[src/rtl/rtype_pipe_core.sv]
// Three-stage (decode/execute/writeback) RISC-V R-type core with RV64 W-ops,
// valid/ready instruction and retire handshakes, E-to-D forwarding and illegal reporting.
module rtype_pipe_core #(
    parameter int unsigned XLEN   = 32,
    parameter int unsigned NREG   = 32,
    parameter int unsigned RST_RF = 1
) (
    input  logic            clk,
    input  logic            rst,
    input  logic            instr_valid,
    output logic            instr_ready,
    input  logic [31:0]     instruction,
    output logic            retire_valid,
    input  logic            retire_ready,
    output logic [4:0]      retire_rd,
    output logic [XLEN-1:0] retire_data,
    output logic            retire_illegal,
    input  logic [4:0]      dbg_addr,
    output logic [XLEN-1:0] dbg_data
);
    localparam int unsigned SW = $clog2(XLEN);
    localparam int unsigned AW = $clog2(NREG);
    localparam logic [6:0] OP_R    = 7'b0110011;
    localparam logic [6:0] OP_W    = 7'b0111011;
    localparam logic [6:0] F7_BASE = 7'b0000000;
    localparam logic [6:0] F7_ALT  = 7'b0100000;

    logic            r_d_valid;
    logic [31:0]     r_d_instr;
    logic            r_e_valid;
    logic [4:0]      r_e_rd;
    logic [XLEN-1:0] r_e_data;
    logic            r_e_illegal;
    logic [XLEN-1:0] r_rf [NREG];

    logic            w_advance;
    logic            w_accept;
    logic            w_rf_we;
    logic [6:0]      w_opcode;
    logic [6:0]      w_f7;
    logic [2:0]      w_f3;
    logic [4:0]      w_rd;
    logic [4:0]      w_rs1;
    logic [4:0]      w_rs2;
    logic            w_legal;
    logic            w_fwd1;
    logic            w_fwd2;
    logic [XLEN-1:0] w_rf1;
    logic [XLEN-1:0] w_rf2;
    logic [XLEN-1:0] w_a;
    logic [XLEN-1:0] w_b;
    logic [31:0]     w_r32;
    logic [XLEN-1:0] w_result;

    assign w_advance   = !r_e_valid || retire_ready;
    assign instr_ready = !r_d_valid || w_advance;
    assign w_accept    = instr_valid && instr_ready;
    assign w_rf_we     = r_e_valid && retire_ready && !r_e_illegal && (r_e_rd != 5'd0);

    assign w_opcode = r_d_instr[6:0];
    assign w_rd     = r_d_instr[11:7];
    assign w_f3     = r_d_instr[14:12];
    assign w_rs1    = r_d_instr[19:15];
    assign w_rs2    = r_d_instr[24:20];
    assign w_f7     = r_d_instr[31:25];

    // Operand read: the E result shadows the register file (also covers a same-edge write).
    assign w_rf1  = (w_rs1 == 5'd0 || 32'(w_rs1) >= NREG) ? '0 : r_rf[w_rs1[AW-1:0]];
    assign w_rf2  = (w_rs2 == 5'd0 || 32'(w_rs2) >= NREG) ? '0 : r_rf[w_rs2[AW-1:0]];
    assign w_fwd1 = r_e_valid && !r_e_illegal && (w_rs1 != 5'd0) && (r_e_rd == w_rs1);
    assign w_fwd2 = r_e_valid && !r_e_illegal && (w_rs2 != 5'd0) && (r_e_rd == w_rs2);
    assign w_a    = w_fwd1 ? r_e_data : w_rf1;
    assign w_b    = w_fwd2 ? r_e_data : w_rf2;

    assign dbg_data = (dbg_addr == 5'd0 || 32'(dbg_addr) >= NREG) ? '0 : r_rf[dbg_addr[AW-1:0]];

    // Legality of the instruction held in D
    always_comb begin
        w_legal = 1'b0;
        if (w_opcode == OP_R) begin
            w_legal = (w_f7 == F7_BASE) ||
                      (w_f7 == F7_ALT && (w_f3 == 3'b000 || w_f3 == 3'b101));
        end else if (w_opcode == OP_W && XLEN == 64) begin
            w_legal = (w_f7 == F7_BASE && (w_f3 == 3'b000 || w_f3 == 3'b001 || w_f3 == 3'b101)) ||
                      (w_f7 == F7_ALT  && (w_f3 == 3'b000 || w_f3 == 3'b101));
        end
        if (32'(w_rd) >= NREG || 32'(w_rs1) >= NREG || 32'(w_rs2) >= NREG) begin
            w_legal = 1'b0;
        end
    end

    // Execute: full-width ops, or 32-bit W-ops sign-extended to XLEN
    always_comb begin
        w_result = '0;
        w_r32    = '0;
        if (w_opcode == OP_R) begin
            case (w_f3)
                3'b000:  w_result = w_f7[5] ? (w_a - w_b) : (w_a + w_b);
                3'b001:  w_result = w_a << w_b[SW-1:0];
                3'b010:  w_result = XLEN'($signed(w_a) < $signed(w_b));
                3'b011:  w_result = XLEN'(w_a < w_b);
                3'b100:  w_result = w_a ^ w_b;
                3'b101:  w_result = w_f7[5] ? XLEN'($signed(w_a) >>> w_b[SW-1:0])
                                            : (w_a >> w_b[SW-1:0]);
                3'b110:  w_result = w_a | w_b;
                default: w_result = w_a & w_b;
            endcase
        end else begin
            case (w_f3)
                3'b000:  w_r32 = w_f7[5] ? (w_a[31:0] - w_b[31:0]) : (w_a[31:0] + w_b[31:0]);
                3'b001:  w_r32 = w_a[31:0] << w_b[4:0];
                3'b101:  w_r32 = w_f7[5] ? 32'($signed(w_a[31:0]) >>> w_b[4:0])
                                         : (w_a[31:0] >> w_b[4:0]);
                default: w_r32 = '0;
            endcase
            w_result = XLEN'($signed(w_r32));
        end
    end

    always_ff @(posedge clk) begin
        if (rst) begin
            r_d_valid   <= 1'b0;
            r_d_instr   <= '0;
            r_e_valid   <= 1'b0;
            r_e_rd      <= '0;
            r_e_data    <= '0;
            r_e_illegal <= 1'b0;
        end else begin
            if (w_advance) begin
                r_e_valid   <= r_d_valid;
                r_e_rd      <= (r_d_valid && w_legal) ? w_rd : 5'd0;
                r_e_data    <= (r_d_valid && w_legal) ? w_result : '0;
                r_e_illegal <= r_d_valid && !w_legal;
            end
            if (w_accept) begin
                r_d_valid <= 1'b1;
                r_d_instr <= instruction;
            end else if (w_advance) begin
                r_d_valid <= 1'b0;
            end
        end
    end

    // Register file: optionally cleared on reset, written at the retire edge
    always_ff @(posedge clk) begin
        if (rst) begin
            if (RST_RF != 0) begin
                for (int unsigned i = 0; i < NREG; i++) begin
                    r_rf[i] <= '0;
                end
            end
        end else if (w_rf_we) begin
            r_rf[r_e_rd[AW-1:0]] <= r_e_data;
        end
    end

    assign retire_valid   = r_e_valid;
    assign retire_rd      = r_e_rd;
    assign retire_data    = r_e_data;
    assign retire_illegal = r_e_illegal;
endmodule

[config.mk]
export PLATFORM = sky130hd
export DESIGN_NAME = rtype_pipe_core
export DESIGN_NICKNAME = d
export VERILOG_FILES = /design/src/rtl/rtype_pipe_core.sv
export SDC_FILE = /design/constraint.sdc
export NUM_CORES = 2
export LEC_CHECK = 0
export CAP_MARGIN = 10
export CORE_MARGIN = 3
export CORE_UTILIZATION = 50
export CTS_CLUSTER_SIZE = 28
export DETAILED_ROUTE_END_ITERATION = 8
export GPL_TIMING_DRIVEN = 1
export HOLD_SLACK_MARGIN = 0.08
export PLACE_DENSITY_LB_ADDON = 0.1
export SLEW_MARGIN = 20
export SYNTH_ARGS = -nofsm -noshare
export SYNTH_HDL_FRONTEND = slang
export SYNTH_SLANG_ARGS = --single-unit
[constraint.sdc]
create_clock -name clk -period 13.93 [get_ports clk]
set_input_delay 2.786 -clock clk [delete_from_list [all_inputs] [get_ports clk]]
set_output_delay 2.786 -clock clk [all_outputs]
set_load 0.02 [all_outputs]
==> summary.txt <==
Run status
  – Status: complete, no violations

Clock network
  – Num CTS Buffers: 131
  – Longest Clk Path Bufs: 3
  – CTS sink count: 1,106
  – CTS tree: built
  – CTS root buffer: clkbuf_16
  – Clk Latency, worst-skew pair: 0.80 ns
  – H-tree depth: 4
  – Setup Fix Bufs, Post-CTS: 0
  – Clock Pin Slew Worst Setup and Hold Paths: 0.06 ns
  – # resized after CTS: 0
  – Cts hold-fix bufs: 0

Critical path
  – CP Launch Point: dbg_addr[0]
  – Peak fanout along the critical path: 59
  – Startpoint types: input port
  – WP data arrival: 6.51 ns
  – Critical Path RT: 11.14 ns
  – Setup crit end kind: primary output
  – Crit Path Class: input port to primary output

Logic synthesis
  – Syn Area/Cell: 13.4 um2
  – Netlist Area Pre-Place: 0.0746 mm2
  – Post-synth EDFFs: 1,024
  – Ys Warns: 0
  – Most used DFF post-synth: edfxtp_1
  – Post-Synthesis Cells: 5,562
  – Number of synthesized register bits: 1,106
  – Post-synth ARST share: 0%
  – Register area share after synthesis: 43.4%
  – Synth unique cells: 98

Timing
  – Clock skew: 0.0454 ns
  – Final setup TNS: 0 ns
  – Final Cycle Share: 66.8%
  – Fin crit period: 9.30 ns
  – Worst-margin pin slew: 1.31 ns
  – Slew HR: 12.9%
  – WHS: 0.456 ns
  – Final setup fails: 0
  – Fmax: 108 MHz
  – RSZ-0062 raised after global routing: false
  – Max-slew violations: 0
  – Final Hold Fails: 0

Power
  – PwrDens: 119 mW/mm2
  – Sw Ratio: 30.6%
  – Net load switching power: 2980 uW
  – Power Internal: 6760 uW
  – Maximum VDD drop: 0.121 mV
  – Logic pwr share: 22.9%
  – Leak pwr: 0.0281 uW
  – Reg power frac: 40.0%
  – Clk network pwr share: 37.2%

Floorplanning
  – Die area: 0.154 mm2
  – IO Count: 113
  – Die span in x: 392 um
  – Die height: 392 um
  – Site row count: 141
  – Core area: 0.148 mm2
  – Initial Util: 50.4%

Global route
  – GR Layer Usage met1: 51.9%
  – Most used routing layer: met2
  – Vias in the first global route: 53.0k
  – GRT overflow: 0
  – Met3 Track Usage GR: 12.9%
  – Met2 usage: 57.7%
  – Largest net degree at the start of global routing: 131
  – Tot GR Track Use: 39.5%
  – Antenna violations before repair: 30
  – First-pass GRT wire length: 421 mm

Final layout
  – Nets: 5,586
  – Area grow syn2layout: 10.1%
  – Register area: 0.0324 mm2
  – Multi-input gate area: 0.0397 mm2
  – Fill count: 12.0k
  – Layout cells sized above 1: 26.0%

Place
  – Detailed placement HPWL: 177 mm
  – Port buffer count: 112
  – GPL Wtd Cong: 1.01

Routing
  – Vias per inst: 7.34
  – Post-route ant nets: 0
  – Drt initial violations: 9,836
  – Drt drc: 0
  – Pre-antenna DRT Iters: 8
  – Wire length per cell: 40.3 um
  – Vias: 55.2k
  – Detailed Route WL: 303 mm

Worst hold path
  – Min-Delay Path Class: flop to flop
  – Hold path start: r_d_instr[1]

Flow run
  – Max_cap viols: 0
[cell usage in the layout (no fill, tap or decap), types with 16 or more instances in the layout]
| cell | instances |
|---|---|
| mux4_2 | 897 |
| nand2b_1 | 29 |
| o211ai_1 | 26 |
| a21oi_1 | 160 |
| dfxtp_1 | 73 |
| mux2_2 | 16 |
| clkbuf_1 | 24 |
| buf_4 | 183 |
| inv_1 | 105 |
| a22oi_1 | 33 |
| mux2i_1 | 237 |
| ha_1 | 97 |
| a211oi_1 | 148 |
| o22ai_1 | 28 |
| nand3_1 | 22 |
| clkbuf_16 | 134 |
| nor2_4 | 32 |
| xnor2_1 | 32 |
| edfxtp_1 | 1024 |
| and2_1 | 999 |
| bufinv_16 | 18 |
| nand2_1 | 233 |
| clkdlybuf4s50_1 | 106 |
| nor3_1 | 34 |
| or2_2 | 33 |
| nor2b_1 | 68 |
| clkinv_1 | 21 |
| nor2_1 | 171 |
| a211o_1 | 20 |
| a31oi_1 | 23 |
| o21ai_0 | 127 |
| a21o_1 | 20 |
| conb_1 | 32 |
| diode_2 | 35 |
| clkinv_2 | 20 |
| a211oi_2 | 16 |
[Yosys cell counts (all sizes together) (14+ instances only)]
master | instances | area [um2]
nand3 | 22 | 110
o22ai | 28 | 175
nand2 | 237 | 918
o211ai | 28 | 220
a21o | 20 | 150
a21oi | 161 | 810
nor3 | 35 | 180
mux2i | 240 | 2430
nor2 | 206 | 781
a31oi | 23 | 144
xnor2 | 32 | 280
a211o | 20 | 175
a221oi | 16 | 146
buf | 156 | 888
dfxtp | 82 | 1640
edfxtp | 1024 | 30700
nand2b | 29 | 181
o221ai | 15 | 131
mux2 | 18 | 206
inv | 111 | 419
a2111oi | 14 | 129
mux4 | 897 | 20200
clkbuf | 425 | 1600
ha | 97 | 1210
a22oi | 33 | 248
nor2b | 70 | 438
o21ai | 143 | 716
and2 | 1000 | 6260
a211oi | 166 | 1350
or2 | 47 | 294
[stage by stage]
| stage | total power, uW | worst slack, ns | utilization (%) | instances | cell area (um2) |
|---|---|---|---|---|---|
| finish | 9740 | 4.63 | 55.5 | 7517 | 82100 |
| CTS | 9680 | 4.55 | 55.4 | 7481 | 82000 |
| detailed placement | 6100 | 4.56 | 52.4 | 7242 | 77600 |
| global placement | 6090 | 4.54 | 52.4 | 7242 | 77600 |
| floorplan | 5350 | 5.92 | - | 5593 | 74700 |
| global route | 9990 | 4.37 | 55.4 | 7487 | 82100 |
[final timing paths]
path	slack [ns]	cells past startpoint	end
max	4.63	7	dbg_data[28]
min	0.46	2	r_d_instr[1]
max reg2reg	5.48	21	retire_data[27]
min reg2reg	0.46	2	r_d_instr[1]
[area by class of cell]
class	instances	share of cell area, %
Antenna cell	35	0.107
Clock buffer	163	4.28
Clock inverter	76	1.13
Inverter	113	0.526
Multi-Input combinational cell	3793	48.3
Sequential cell	1106	39.5
Tap cell	1930	2.94
Timing Repair Buffer	301	3.21
[flip-flops by register name, summed over array words and instances, names as in the netlist, named ones only]
register and count:
r_rf 1024, r_d_instr 32, retire_data 32, retire_rd 5, r_d_valid 1, retire_illegal 1
retire_valid 1
[power by group through the flow]
stage	clock network (uW)	registers, uW	logic (uW)
2_1_floorplan	0	3890	1460
3_3_place_gp	0	3950	2140
3_5_place_dp	0	3960	2140
4_1_cts	3640	3890	2150
5_1_grt	3770	3910	2310
6_report	3620	3900	2230
[routing by layer]
metal	vias to the layer above	share of wire (%)
met4	8	6.4
li1	21500	-
met2	4841	44
met3	1037	14
met1	27800	35
met5	-	0.026
[critical path, cell delays in order]
cell and delay (ns):
buf_8 0.49, buf_4 0.82, mux4_2 0.60, mux4_2 0.51
mux2i_1 0.52, nor2_1 0.08, clkdlybuf4s50_1 0.56
[logic make-up after synthesis]
kind of cell    Yosys count  synth area share (%)
other cells               1               0.00503
simple gates           1700                  12.8
fa+ha+maj                99                  1.68
flops                  1106                  43.4
compound gates          768                  7.08
mux                    1155                  30.6
xor+xnor                 39                 0.458
buf+inv                 694                  3.90
(Power assumes the default switching activity.)
